===== src/rtl/apb_timer_slave.sv =====
`timescale 1ns/1ps
// APB completer with a 32-bit down-counting timer (CTRL, LOAD, COUNT, STATUS) and level interrupt.
// Defining APB_TIMER_WAIT_EN inserts WAIT_CYCLES wait states into every transfer.
module apb_timer_slave #(
  parameter int WAIT_CYCLES = 1
) (
  input  logic        PCLK,
  input  logic        PRESETn,
  input  logic        PSEL,
  input  logic        PENABLE,
  input  logic        PWRITE,
  input  logic [31:0] PADDR,
  input  logic [31:0] PWDATA,
  output logic [31:0] PRDATA,
  output logic        PREADY,
  output logic        PSLVERR,
  output logic        irq
);

`ifdef APB_TIMER_WAIT_EN
  localparam logic WAIT_EN = 1'b1;
`else
  localparam logic WAIT_EN = 1'b0;
`endif
  localparam logic [2:0] WAIT_N = 3'(WAIT_CYCLES);

  typedef enum logic [1:0] {
    S_IDLE  = 2'd0,
    S_SETUP = 2'd1,
    S_WAIT  = 2'd2,
    S_RESP  = 2'd3
  } state_t;

  function automatic logic addr_err(input logic [31:0] addr, input logic wr);
    return (addr[1:0] != 2'd0) || (addr[31:4] != 28'd0) || (wr && (addr[3:2] == 2'd2));
  endfunction

  function automatic logic [31:0] reg_read(
    input logic [1:0]  sel,
    input logic        en,
    input logic        auto_rl,
    input logic        ie,
    input logic [31:0] load,
    input logic [31:0] count,
    input logic        expd
  );
    logic [31:0] val;
    case (sel)
      2'd0:    val = {29'd0, ie, auto_rl, en};
      2'd1:    val = load;
      2'd2:    val = count;
      2'd3:    val = {31'd0, expd};
      default: val = 32'd0;
    endcase
    return val;
  endfunction

  state_t      state_r, state_s;
  logic [2:0]  wait_cnt_r, wait_cnt_s;
  logic        pready_r, pready_s;
  logic        pslverr_r, pslverr_s;
  logic [31:0] prdata_r, prdata_s;

  logic        ctrl_en_r, ctrl_en_s;
  logic        ctrl_auto_r, ctrl_auto_s;
  logic        ctrl_ie_r, ctrl_ie_s;
  logic [31:0] load_r, load_s;
  logic [31:0] count_r, count_s;
  logic        exp_r, exp_s;

  logic        en_hw_s;
  logic [31:0] count_hw_s;
  logic        expire_s;
  logic        err_s;
  logic        commit_s;
  logic        bus_wr_s;

  assign err_s    = addr_err(PADDR, PWRITE);
  assign commit_s = PSEL & PENABLE & pready_r;
  assign bus_wr_s = commit_s & PWRITE & ~err_s;
  assign expire_s = ctrl_en_r & (count_r == 32'd0);

  // state_r holds the bus phase sampled on the last edge; response outputs are prepared one cycle ahead.
  always_comb begin
    state_s    = S_IDLE;
    wait_cnt_s = wait_cnt_r;
    pready_s   = 1'b0;
    case (state_r)
      S_IDLE, S_RESP: begin
        if (PSEL && !PENABLE) begin
          state_s    = S_SETUP;
          wait_cnt_s = 3'd0;
          pready_s   = ~WAIT_EN;
        end else begin
          state_s = S_IDLE;
        end
      end
      S_SETUP: begin
        if (!PSEL) begin
          state_s = S_IDLE;
        end else if (pready_r) begin
          state_s = S_RESP;
        end else begin
          state_s    = S_WAIT;
          wait_cnt_s = 3'd1;
          pready_s   = (WAIT_N == 3'd1);
        end
      end
      S_WAIT: begin
        if (!PSEL) begin
          state_s = S_IDLE;
        end else if (pready_r) begin
          state_s = S_RESP;
        end else begin
          state_s    = S_WAIT;
          wait_cnt_s = wait_cnt_r + 3'd1;
          pready_s   = ((wait_cnt_r + 3'd1) == WAIT_N);
        end
      end
      default: begin
        state_s = S_IDLE;
      end
    endcase
    pslverr_s = pready_s & err_s;
    prdata_s  = (pready_s && !PWRITE && !err_s)
              ? reg_read(PADDR[3:2], ctrl_en_s, ctrl_auto_s, ctrl_ie_s, load_s, count_s, exp_s)
              : 32'd0;
  end

  // Free-running timer behaviour before any bus write is applied.
  always_comb begin
    en_hw_s    = ctrl_en_r;
    count_hw_s = count_r;
    if (expire_s) begin
      if (ctrl_auto_r) begin
        count_hw_s = load_r;
      end else begin
        en_hw_s = 1'b0;
      end
    end else if (ctrl_en_r) begin
      count_hw_s = count_r - 32'd1;
    end else begin
      count_hw_s = count_r;
    end
  end

  // Bus writes override the timer's own CTRL/COUNT updates; a hardware EXP set beats a W1C.
  always_comb begin
    ctrl_en_s   = en_hw_s;
    ctrl_auto_s = ctrl_auto_r;
    ctrl_ie_s   = ctrl_ie_r;
    load_s      = load_r;
    count_s     = count_hw_s;
    exp_s       = exp_r | expire_s;
    if (bus_wr_s) begin
      case (PADDR[3:2])
        2'd0: begin
          ctrl_en_s   = PWDATA[0];
          ctrl_auto_s = PWDATA[1];
          ctrl_ie_s   = PWDATA[2];
          count_s     = (!ctrl_en_r && PWDATA[0]) ? load_r : count_hw_s;
        end
        2'd1: begin
          load_s  = PWDATA;
          count_s = (!ctrl_en_r || (expire_s && ctrl_auto_r)) ? PWDATA : count_hw_s;
        end
        2'd3: begin
          exp_s = expire_s | (exp_r & ~PWDATA[0]);
        end
        default: begin
          count_s = count_hw_s;
        end
      endcase
    end else begin
      ctrl_en_s = en_hw_s;
    end
  end

  // APB handshake state and pre-registered response.
  always_ff @(posedge PCLK or negedge PRESETn) begin
    if (!PRESETn) begin
      state_r    <= S_IDLE;
      wait_cnt_r <= 3'd0;
      pready_r   <= 1'b0;
      pslverr_r  <= 1'b0;
      prdata_r   <= 32'd0;
    end else begin
      state_r    <= state_s;
      wait_cnt_r <= wait_cnt_s;
      pready_r   <= pready_s;
      pslverr_r  <= pslverr_s;
      prdata_r   <= prdata_s;
    end
  end

  // Timer register file.
  always_ff @(posedge PCLK or negedge PRESETn) begin
    if (!PRESETn) begin
      ctrl_en_r   <= 1'b0;
      ctrl_auto_r <= 1'b0;
      ctrl_ie_r   <= 1'b0;
      load_r      <= 32'd0;
      count_r     <= 32'd0;
      exp_r       <= 1'b0;
    end else begin
      ctrl_en_r   <= ctrl_en_s;
      ctrl_auto_r <= ctrl_auto_s;
      ctrl_ie_r   <= ctrl_ie_s;
      load_r      <= load_s;
      count_r     <= count_s;
      exp_r       <= exp_s;
    end
  end

  // Response is qualified by the live access phase so an abandoned transfer never shows PREADY.
  assign PREADY  = pready_r & PSEL & PENABLE;
  assign PSLVERR = pslverr_r & PSEL & PENABLE;
  assign PRDATA  = (PSEL && PENABLE) ? prdata_r : 32'd0;
  assign irq     = exp_r & ctrl_ie_r;

endmodule


===== config.mk =====
export PLATFORM = sky130hd
export DESIGN_NAME = apb_timer_slave
export DESIGN_NICKNAME = d
export VERILOG_FILES = /design/src/rtl/apb_timer_slave.sv
export SDC_FILE = /design/constraint.sdc
export NUM_CORES = 1
export LEC_CHECK = 0
export BUFFER_PORTS_ARGS = -buffer_cell sky130_fd_sc_hd__buf_4
export CAP_MARGIN = 5
export CORE_MARGIN = 1
export CORE_UTILIZATION = 57
export CTS_CLUSTER_DIAMETER = 80
export DETAILED_ROUTE_END_ITERATION = 8
export GPL_TIMING_DRIVEN = 1
export PLACE_DENSITY_LB_ADDON = 0.05
export SLEW_MARGIN = 10
export SYNTH_ARGS = -nofsm -noshare
export SYNTH_HDL_FRONTEND = slang
export SYNTH_SLANG_ARGS = --single-unit

===== constraint.sdc =====
create_clock -name PCLK -period 3.2 [get_ports PCLK]
set_clock_uncertainty 0.2 [all_clocks]
set_input_delay 0.16 -clock PCLK [delete_from_list [all_inputs] [get_ports PCLK]]
set_output_delay 0.16 -clock PCLK [all_outputs]
set_load 0.05 [all_outputs]

**Yosys cells after proc, flatten, opt, wreduce, memory -nomap -nowiden**

Index checks and enable logic that the tools add are counted.

- Register bits after elaboration: 107
- Bits in latches: 0
- RAM bits: 0
- ROM bits: 0
- Input port bits: 69
- Output and inout port bits: 35
- Word-level logic and storage cells: 101
- Memories: 0

- Add/sub/neg operators: 2
- Multipliers: 0
- Divide/modulo/power cells: 0
- Order comparisons: 0
- Eq/ne operators: 12
- Shift-type cells: 0
- Mux-type cells: 38
- Bitwise gates (word level): 16
- Reductions and logical operators: 22

Operator list:

| kind | number |
|---|---|
| $mux 32 | 10 |
| $pmux 32 s4 | 1 |
| $pmux 32 s2 | 1 |
| $logic_not 32->1 | 1 |
| $sub 32x1->32 const B | 1 |
| $reduce_bool 28->1 | 1 |
| $mux 1 | 17 |
| $mux 3 | 5 |
| $and 1x1->1 | 12 |
| $ne 2x2->1 const B | 5 |
| $pmux 3 s3 | 1 |
| $eq 2x2->1 const B | 4 |
| $logic_and 1x1->1 | 7 |
| $reduce_and 5->1 | 1 |
| $eq 2x1->1 const B | 2 |
| $logic_not 1->1 | 4 |
| $logic_not 2->1 | 2 |
| $pmux 2 s2 | 1 |
| $reduce_or 2->1 | 2 |
| $add 3x1->3 const B | 1 |
| $eq 3x1->1 const B | 1 |
| $logic_or 1x1->1 | 3 |
| $pmux 1 s3 | 1 |
| $mux 2 | 1 |
| other kinds (3) | 5 |

**Longest topological paths before layout**

Gate-level depths: netlist of the first run.

- Depth after elaboration: 9
- Mapped depth: 11
- Mapped depth without buffers: 9

**Worst setup path after synthesis of the first run**

OpenSTA, ideal clock, no wires.

- Kind: flip-flop to flip-flop
- Start: register pready_r
- End: register prdata_r[1]
- Library setup time: 0.119 ns
- Arrival: 2.405 ns
- Required time: 2.881 ns
- Path slack: 0.476 ns
- Cell stages (with the launch flop): 10
- Buffers on the path: 2
- Clock period less this slack: 2.724 ns
- Cells stage by stage: dfrtp_1 and3_1 and3_1 and3_1 clkbuf_1 buf_2 mux2_2 nand2_1 o21ai_0 o21a_1

- Longest elaborated chain between the ends: 6
- Elaborated cells between the ends (all ways): 15
- Those cells by class: mux: 10; bitwise: 3; reduce/logical: 2

Ends and longest elaborated chain:

| what | line | RTL |
|---|---|---|
| from (decl) | 60 | `logic pready_r, pready_s;` |
| from (signal assigned) | 190 | `pready_r <= pready_s;` |
| $and 1x1->1 | 79 | `assign commit_s = PSEL & PENABLE & pready_r;` |
| $and 1x1->1 (2 in series) | 80 | `assign bus_wr_s = commit_s & PWRITE & ~err_s;` |
| $mux 32 | 155 | `if (bus_wr_s) begin` |
| via load_s[1] | 67 | `logic [31:0] load_r, load_s;` |
| $pmux 32 s4 | 48 | `case (sel)` |
| $mux 32 | 126 | `? reg_read(PADDR[3:2], ctrl_en_s, ctrl_auto_s, ctrl_ie_s, load_s, count_s, exp_s)` |
| via prdata_s[1] | 62 | `logic [31:0] prdata_r, prdata_s;` |
| to (signal assigned) | 192 | `prdata_r <= prdata_s;` |
| to (decl) | 62 |  |

The timed path passes the listed nets, and every way through them passes these cells.
A chain may end at the register's enable or synchronous reset.

**Final worst setup path of the first run**

- Start: register count_r[6]
- End: register count_r[11]

- Longest elaborated chain between the ends: 7
- Elaborated cells between the ends (all ways): 11
- Those cells by class: add/sub: 1; mux: 6; bitwise: 1; reduce/logical: 3

Ends and longest elaborated chain:

| what | line | RTL |
|---|---|---|
| from (decl) | 68 | `logic [31:0] count_r, count_s;` |
| from (signal assigned) | 210 | `count_r <= count_s;` |
| parallel branches: the longest is 6 deep, another holds $sub 32x1->32 | -- |  |
| $mux 32 * | 155 |  |
| via count_s[11] | 68 |  |

Mark *: on every way through the listed nets, which the timed path passes.

==> results.md, run 1 <==
* Via count at slightly above 7000
* Post-route clock period utilization at 0.984
* Total CTS buffers at 9
* I/O Buffers at 103
* Reg-to-reg endpoint: count_r[11]
* Routed vias/inst at about 7
* Area delta synth->final at 28.6%
* Max Cap Viol at 0
* Mean Syn Cell Area at between 8 and 9 sq um
* Critical path arrival at between 3000 and 4000 ps
* Synth area leaders: dfrtp_1 (41%), mux2_2 (5.5%), nand2_1 (3.6%), and3_1 (3.6%), nand3_1 (3.3%)
* CP endpoint kind: flip-flop
* Critical path class: reg2reg
* Slew Limit Fails at 0
* HP Class: in2reg
* Commonest register cell after synthesis: dfrtp_1
* Ratio of cells with drive above 1 in the final layout at 0.256
* Die Y at 109 um
* WP data required at roughly 3300 ps
* Min-Delay Path Depth at 3
* Cell Area, Placed at between 7000 and 8000 sq um
* Top layer in use: met4
* Clk sinks at roughly 110
* Pwr Density at 330 nW/um^2
* Row count at 38
* Fin nets at 964
* Final hold violation count at 0
* Mapped cell area at 6520 sq um
* Status: finished clean
* VDD IR max at ~0.46 mV
* FMAX at approximately 0.32 GHz
* Worst slack at placement at around 170 ps
* CTS tree: yes
* Synth cell types at approximately 70
* Met2 wire length at around 12000 um
* EDFF count, synth at 0
* Initial antenna violation count at 0
* Longest Clk Path Bufs at 2
* Met3 WL at between 2000 and 3000 um
* Grt total ovfl at 0
* Core area at ~11000 sq um
* Die area at ~12000 sq um
* Hold Path Sink: pready_r
* Reg2Reg Depth at 7
* Setup ws final at about 52 ps
* Htree depth at 3
* Async SR Flop Fraction at 1.00
* Setup violators final at 0
* Clock transition at path regs at roughly 70 ps
* Total iterations of the first detailed-routing run at 6
* Startpoint type of the worst setup path: flip-flop
* Met1 WL at approximately 9500 um
* Commonest cells post-synth: dfrtp_1 (107), nand2_1 (63), nor2_1 (49)
* Sequential cell area fraction in the yosys report at 0.411
* Number of global-route vias before repair at between 6000 and 7000
* Flop2flop setup slack at just over 50 ps
* # DRC at 0
* Hold path start: PSEL
* I/O pin total at 104
* Insertion delay to the later sink of the worst-skew pair at about 370 ps
* Worst slew margin at 0.514
* Initial DRC count at 915
* Pin count of the biggest net entering global routing at around 60
* Total track usage at 0.443
* Initial Utilization at 0.594
* Synthesis-stage register bit count at 107
* Leakage power at 0.00383 uW
* Post-DP HPWL at 17400 um
* First-pass GRT wire length at 38500 um
* N_diodes at 0
* Worst-path fanout max at 8
* Reg-to-reg critical path startpoint: count_r[6]
* Root buf cell: clkbuf_16
* Synth top area share at 0.411
* Die width at roughly 110 um
* Least-Margin Pin Slew at around 730 ps
* Drt wl/cell at between 20 and 25 um
* Post-synth top area cell: dfrtp_1
* Gpl congestion at about 1.0
* Routed Antenna Nets at 0
* Fin crit period at around 3100 ps
* Fin area at 8380 sq um
* Syn Inst Count at between 700 and 800
* Yosys warns at 0
* Count leader, synth: dfrtp_1
* # Post-CTS Setup Buffers at 0
* Net Count, Synth at 801
* WL final at approximately 25000 um
-- cells by family (layout without fill, tap and decap cells) --
group / count (synthesis) / after routing / synth area share
AOI/OAI and AO/OA: 221 / 221 / 0.220
DFF: 107 / 107 / 0.411
buffers and inverters: 60 / 227 / 0.0382
and+or+nand+nor: 295 / 295 / 0.257
xor gates and xnor gates: 2 / 2 / 0.00269
muxes: 35 / 35 / 0.0599
adders and majority gates: 6 / 6 / 0.0115
-- registers in the layout, indices dropped and copies added, names as in the netlist, 2 cells and up --
name / flops
count_r: 32
load_r: 32
prdata_r: 32
wait_cnt_r: 3
state_r: 2
-- through the flow --
stage	total power [uW]	setup TNS, ps	utilization	hold WS (ps)	std cells
final	2770	0	0.763	38.5	1033
after detailed placement	1670	0	0.706	40.9	983
after floorplan	1520	0	-	-336	726
after global routing	2850	-0.854	0.763	56.8	1033
after global placement	1660	0	0.706	24.9	983
after CTS	2760	0	0.763	24.8	1033
-- what timing repair did --
action	CTS	global route
setup endpoints to repair	0	1
gates resized for setup	0	1
hold endpoints to repair	124	0
hold buffers	35	0
-- placed cells by master (no fill, tap or decap), types with 4 or more instances in the layout --
cell,n
nor2_1,49
a21o_1,4
o21a_1,4
nand2_1,63
o211ai_1,11
nor4_1,13
nor4_2,6
o21ai_0,40
nand4_1,11
buf_4,157
a22oi_1,19
and2_1,10
or3_1,6
dfrtp_1,107
o21ai_1,26
mux2_2,32
nand3_1,43
dlygate4sd3_1,35
clkbuf_16,9
inv_1,17
a31oi_1,4
a21oi_1,37
and3_1,37
nor4_4,5
or4_1,6
o31ai_1,9
a21boi_0,4
a211oi_1,5
and4_1,4
o22ai_1,23
nor2b_1,6
ha_1,6
nand2b_1,6
nor3_1,13
-- worst max-delay path, stage by stage, from the launching register on --
cell and delay, ps:
dfrtp_1 440, or4_1 700, nor3_2 320, nand3_1 470, a211oi_1 450, a21o_1 140
o21ai_0 130, o22ai_1 200
-- worst max-delay path by stage --
| stage | startpoint | to | cells past startpoint |
|---|---|---|---|
| after floorplan | pready_r | prdata_r[1] | 9 |
| after global placement | count_r[6] | prdata_r[30] | 7 |
| after detailed placement | count_r[6] | prdata_r[30] | 7 |
| after CTS | count_r[6] | prdata_r[30] | 7 |
| after global routing | count_r[27] | count_r[14] | 6 |
| final | count_r[6] | count_r[11] | 7 |
-- where the power goes --
part           total (uW)  internal (uW)  switching (uW)
sequential           1370           1370            9.05
clock                1080            533             543
combinational         317            134             183
-- final cells by class --
cell class | instances | area [sq um]
Multi-Input combinational cell | 559 | 3600
Sequential cell | 107 | 2680
Fill cell | 748 | 2600
Timing Repair Buffer | 195 | 1590
Clock buffer | 9 | 225
Tap cell | 140 | 175
Inverter | 17 | 63.8
Clock inverter | 6 | 50.0
-- metal layers --
layer,vias up,GRT usage
met5,-,0
met4,0,0.211
met3,128,0.105
met2,532,0.718
met1,3466,0.554
li1,3077,-
No activity file was read; power rests on OpenSTA's default activity.
==> inputs of run 2 (changes only) <==
Settings changed: CORE_ASPECT_RATIO set to 0.7.
==> run 2 against run 1 <==
Final cell count rose by 2.9%. First-iteration DRC count decreased by 12%. Maximum frequency increased by 0.74%. Clock power up 7%. Critical endpoint is now count_r[18]. Largest power group unchanged. Highest routed layer unchanged.
==> results.md, run 2 (synthesized netlist as in run 1, its figures left out) <==
* N_diodes at 0
* Grt total ovfl at 0
* Post-DP HPWL at roughly 18000 um
* Slew Limit Fails at 0
* Htree depth at 3
* Least-Margin Pin Slew at slightly below 1000 ps
* # DRC at 0
* Drt wl/cell at around 24 um
* Critical path class: reg2reg
* Insertion delay to the later sink of the worst-skew pair at ~360 ps
* Total CTS buffers at 9
* Die area at 11900 sq um
* Pwr Density at 334 nW/um^2
* VDD IR max at roughly 0.29 mV
* # Post-CTS Setup Buffers at 0
* CP top delay family: simple AND/OR/NAND/NOR gates
* Worst-path fanout max at 7
* Cell Area, Placed at 7870 sq um
* Min-Delay Path Depth at 3
* CTS tree: yes
* Reg-to-reg critical path startpoint: count_r[4]
* Worst hold slack at ~17 ps
* Ratio of cells with drive above 1 in the final layout at 0.270
* First-pass GRT wire length at a little under 40000 um
* Critical-path cell list: or4_1, nor3_2, nand4_1, a31o_2, nor2_2, buf_4, o22ai_1
* WL final at 25100 um
* Post-route clock period utilization at 0.977
* Multi-input gate area at about 3600 sq um
* Root buf cell: clkbuf_16
* Initial antenna violation count at 0
* Setup crit start: count_r[4]
* Max Cap Viol at 0
* Reg2Reg Depth at 7
* Worst slew margin at 0.354
* CP endpoint kind: flip-flop
* Leakage power at 0.00393 uW
* Gpl congestion at 1.05
* Top flop regs: count_r: 32 flops, load_r: 32 flops, prdata_r: 32 flops
* Area delta synth->final at 31.2%
* Die width at around 130 um
* Routed Antenna Nets at 0
* I/O pin total at about 100
* Total track usage at 0.444
* I/O Buffers at slightly above 100
* Status: finished clean
* Die Y at around 91 um
* Fin area at 8560 sq um
* FMAX at 0.320 GHz
* Max stage delay on crit path at ~640 ps
* Initial Utilization at 0.588
* CP Depth at 7
* Final hold violation count at 0
* Reg area at about 2700 sq um
* Total iterations of the first detailed-routing run at 5
* Placed cells at just over 1000
* Critical path arrival at ~3200 ps
* RSZ-0062 raised after global routing: no
* Total negative slack at 0 ps
* Clk sinks at between 100 and 150
* HP Class: in2reg
* Via count at about 7200
* Number of global-route vias before repair at 7080
* Hold path start: PSEL
* Slowest cell on crit path: or4_1
* Fin nets at 980
* Setup violators final at 0
* Clock transition at path regs at around 80 ps
* WP data required at between 3000 and 4000 ps
* Row count at 32
* Fin crit period at approximately 3100 ps
* Commonest non-fill, non-tap cell in the layout: buf_4
* Longest Clk Path Bufs at 2
* Crit path buf inv count at 1
* Commonest cells after routing, fill and taps aside: buf_4 (174), dfrtp_1 (107), nand2_1 (63)
* Core area at 11100 sq um
* Post-Layout Cell Count at 1063
* Fill count at 805
* Startpoint type of the worst setup path: flip-flop
* Pin count of the biggest net entering global routing at 59
* Routed vias/inst at ~6.8
* Initial DRC count at approximately 800
==> run 2: path summary, 6_finish.rpt <==
kind | endpoint | slack [ps]
min in group asynchronous | ctrl_ie_r | 250
max reg2reg | count_r[18] | 80
min | pready_r | 20
max in group asynchronous | ctrl_auto_r | 1670
min reg2reg | wait_cnt_r[2] | 320
max | count_r[18] | 80
==> run 2: through the flow <==
| step | power (uW) | worst slack (ps) | utilization |
|---|---|---|---|
| 2_1_floorplan | 1520 | 476 | - |
| 3_5_place_dp | 1680 | 128 | 0.710 |
| 4_1_cts | 2860 | 92.2 | 0.770 |
| 6_report | 2860 | 75.2 | 0.771 |
| 5_1_grt | 2940 | 36.1 | 0.771 |
| 3_3_place_gp | 1660 | 144 | 0.710 |
==> run 2: report_power, final <==
group          leakage, uW  switching, uW  internal [uW]
logic              0.00240            181            139
registers          0.00137           10.5           1360
clock network     0.000152            598            567
==> run 2: area by class of cell <==
class,count,area share
Multi-Input combinational cell,559,0.422
Sequential cell,107,0.313
Timing Repair Buffer,211,0.198
Clock buffer,9,0.0263
Tap cell,153,0.0224
Clock inverter,7,0.0104
Inverter,17,0.00746
==> run 2: tightest hold or removal path, delay by kind of cell <==
family                 cells  cell delay (ps)
and+or+nand+nor            1               90
AOI/OAI and AO/OA          1               60
buffers and inverters      1              210
==> run 2: what timing repair did <==
item                                   4_1_cts  5_1_grt
gates resized for setup                      0        2
endpoints found under the hold margin      126        0
setup endpoints to repair                    0        5
hold buffers                                35        0
==> run 2: layer usage <==
metal  up-vias  wire length, um  GRT usage
met5         -                0          0
met1      3454             9890      0.593
met2       540            11000      0.670
met4         0             1310      0.234
li1       3104                -          -
met3       106             2970      0.103
==> inputs of run 3 (changes only) <==
Settings changed: CORE_UTILIZATION 57 to 59, CTS_BUF_LIST set to sky130_fd_sc_hd__clkbuf_8.
==> run 3 against run 2 <==
Critical path depth up 1. Total power is 12% lower. Utilization is 2.8 points higher. Sequential share of layout area up 0.46 points. Critical endpoint is now count_r[30].
==> results.md, run 3 (synthesized netlist as in run 1, its figures left out) <==
* Leakage power at 0.00387 uW
* I/O pin total at ~100
* Total iterations of the first detailed-routing run at 7
* Insertion delay to the later sink of the worst-skew pair at 390 ps
* Top flop regs: count_r: 32 flops, load_r: 32 flops, prdata_r: 32 flops
* Initial DRC count at between 800 and 900
* N_diodes at 0
* Commonest cells after routing, fill and taps aside: buf_4 (174), dfrtp_1 (107), nand2_1 (63)
* First-pass GRT wire length at ~39000 um
* Row count at 31
* Via count at approximately 7300
* Post-DP HPWL at ~18000 um
* Least-Margin Pin Slew at 632 ps
* VDD IR max at 0.351 mV
* Core area at around 11000 sq um
* Grt total ovfl at 0
* Commonest non-fill, non-tap cell in the layout: buf_4
* Clock transition at path regs at 110 ps
* CP endpoint kind: flip-flop
* Post-route clock period utilization at 0.958
* Die width at between 100 and 150 um
* Cell Area, Placed at 7870 sq um
* Fin area at approximately 8400 sq um
* Multi-input gate area at about 3600 sq um
* Total CTS buffers at 9
* Routed Antenna Nets at 0
* # DRC at 0
* Longest Clk Path Bufs at 2
* Pwr Density at 299 nW/um^2
* Startpoint type of the worst setup path: flip-flop
* Total track usage at 0.456
* Routed vias/inst at 6.90
* FMAX at between 0.3 and 0.4 GHz
* Area delta synth->final at 29.4%
* Pin count of the biggest net entering global routing at 71
* Fin crit period at approximately 3100 ps
* Status: finished clean
* Number of global-route vias before repair at 7173
* Initial antenna violation count at 0
* Setup violators final at 0
* Gpl congestion at about 1.0
* Critical path class: reg2reg
* Fill count at 731
* I/O Buffers at between 100 and 150
* Fin util at 0.799
* Htree depth at 3
* Initial Utilization at 0.618
* Worst-path fanout max at 5
* Die Y at roughly 90 um
* WL final at 25500 um
* Critical path arrival at 3130 ps
* Fin nets at ~980
* Clk sinks at ~110
* Reg area at 2680 sq um
* Drt wl/cell at between 20 and 25 um
* HP Class: in2reg
* WP data required at approximately 3300 ps
* CTS tree: yes
* Slew Limit Fails at 0
* Max Cap Viol at 0
* Worst slew margin at 0.577
* Root buf cell: clkbuf_8
* Ratio of cells with drive above 1 in the final layout at 0.270
* Final hold violation count at 0
* Die area at between 10000 and 15000 sq um
## run 3: final timing paths
kind,start,endpoint,slack (ps),cells past startpoint
min in group asynchronous,PRESETn,exp_r,100,2
max in group asynchronous,PRESETn,count_r[6],1920,3
setup / recovery,count_r[6],count_r[30],130,8
setup reg to reg,count_r[6],count_r[30],130,8
hold reg to reg,wait_cnt_r[2],wait_cnt_r[2],350,1
hold / removal,PADDR[3],exp_r,20,3
## run 3: area by class of cell
cell class | instances | area share
clock buffer | 9 | 0.0147
clock inverter | 7 | 0.00727
inverter | 17 | 0.00757
multi-input combinational | 559 | 0.426
sequential | 107 | 0.318
tap | 148 | 0.0220
timing repair buffer | 213 | 0.205
## run 3: timing repair
item,in CTS,in global routing
gates resized for setup,0,0
setup buffers,0,2
hold buffers,36,0
setup endpoints to repair,0,2
hold endpoints to repair,125,0
## run 3: critical path, stage by stage (launching register included)
cell,delay [ps]
dfrtp_1,440
or4_1,630
nor3_2,310
nand4_1,250
buf_4,230
a311o_1,320
nand2_1,170
a21boi_1,270
o22ai_1,120
## run 3: power breakdown
group / switching, uW / leakage [uW] / internal, uW
sequential: 9.82 / 0.00137 / 1370
combinational: 183 / 0.00240 / 138
clock: 527 / 0.0000990 / 299
total: 720 / 0.00387 / 1800
## run 3: layer usage
layer | track usage | wire length [um]
met1 | 0.581 | 9700
met2 | 0.694 | 11100
met3 | 0.145 | 3230
met4 | 0.245 | 1450
met5 | 0 | 0
## run 3: stage by stage
stage	hold slack [ps]	cells	TNS (ps)	setup slack, ps	total power (uW)
after floorplan	-336	726	0	476	1520
after global placement	-42.8	1006	0	192	1660
after detailed placement	-24.8	1006	0	144	1670
after CTS	7.56	1058	0	88.1	2510
after global routing	54.3	1060	-23.0	-23.0	2590
final	17.5	1060	0	135	2520
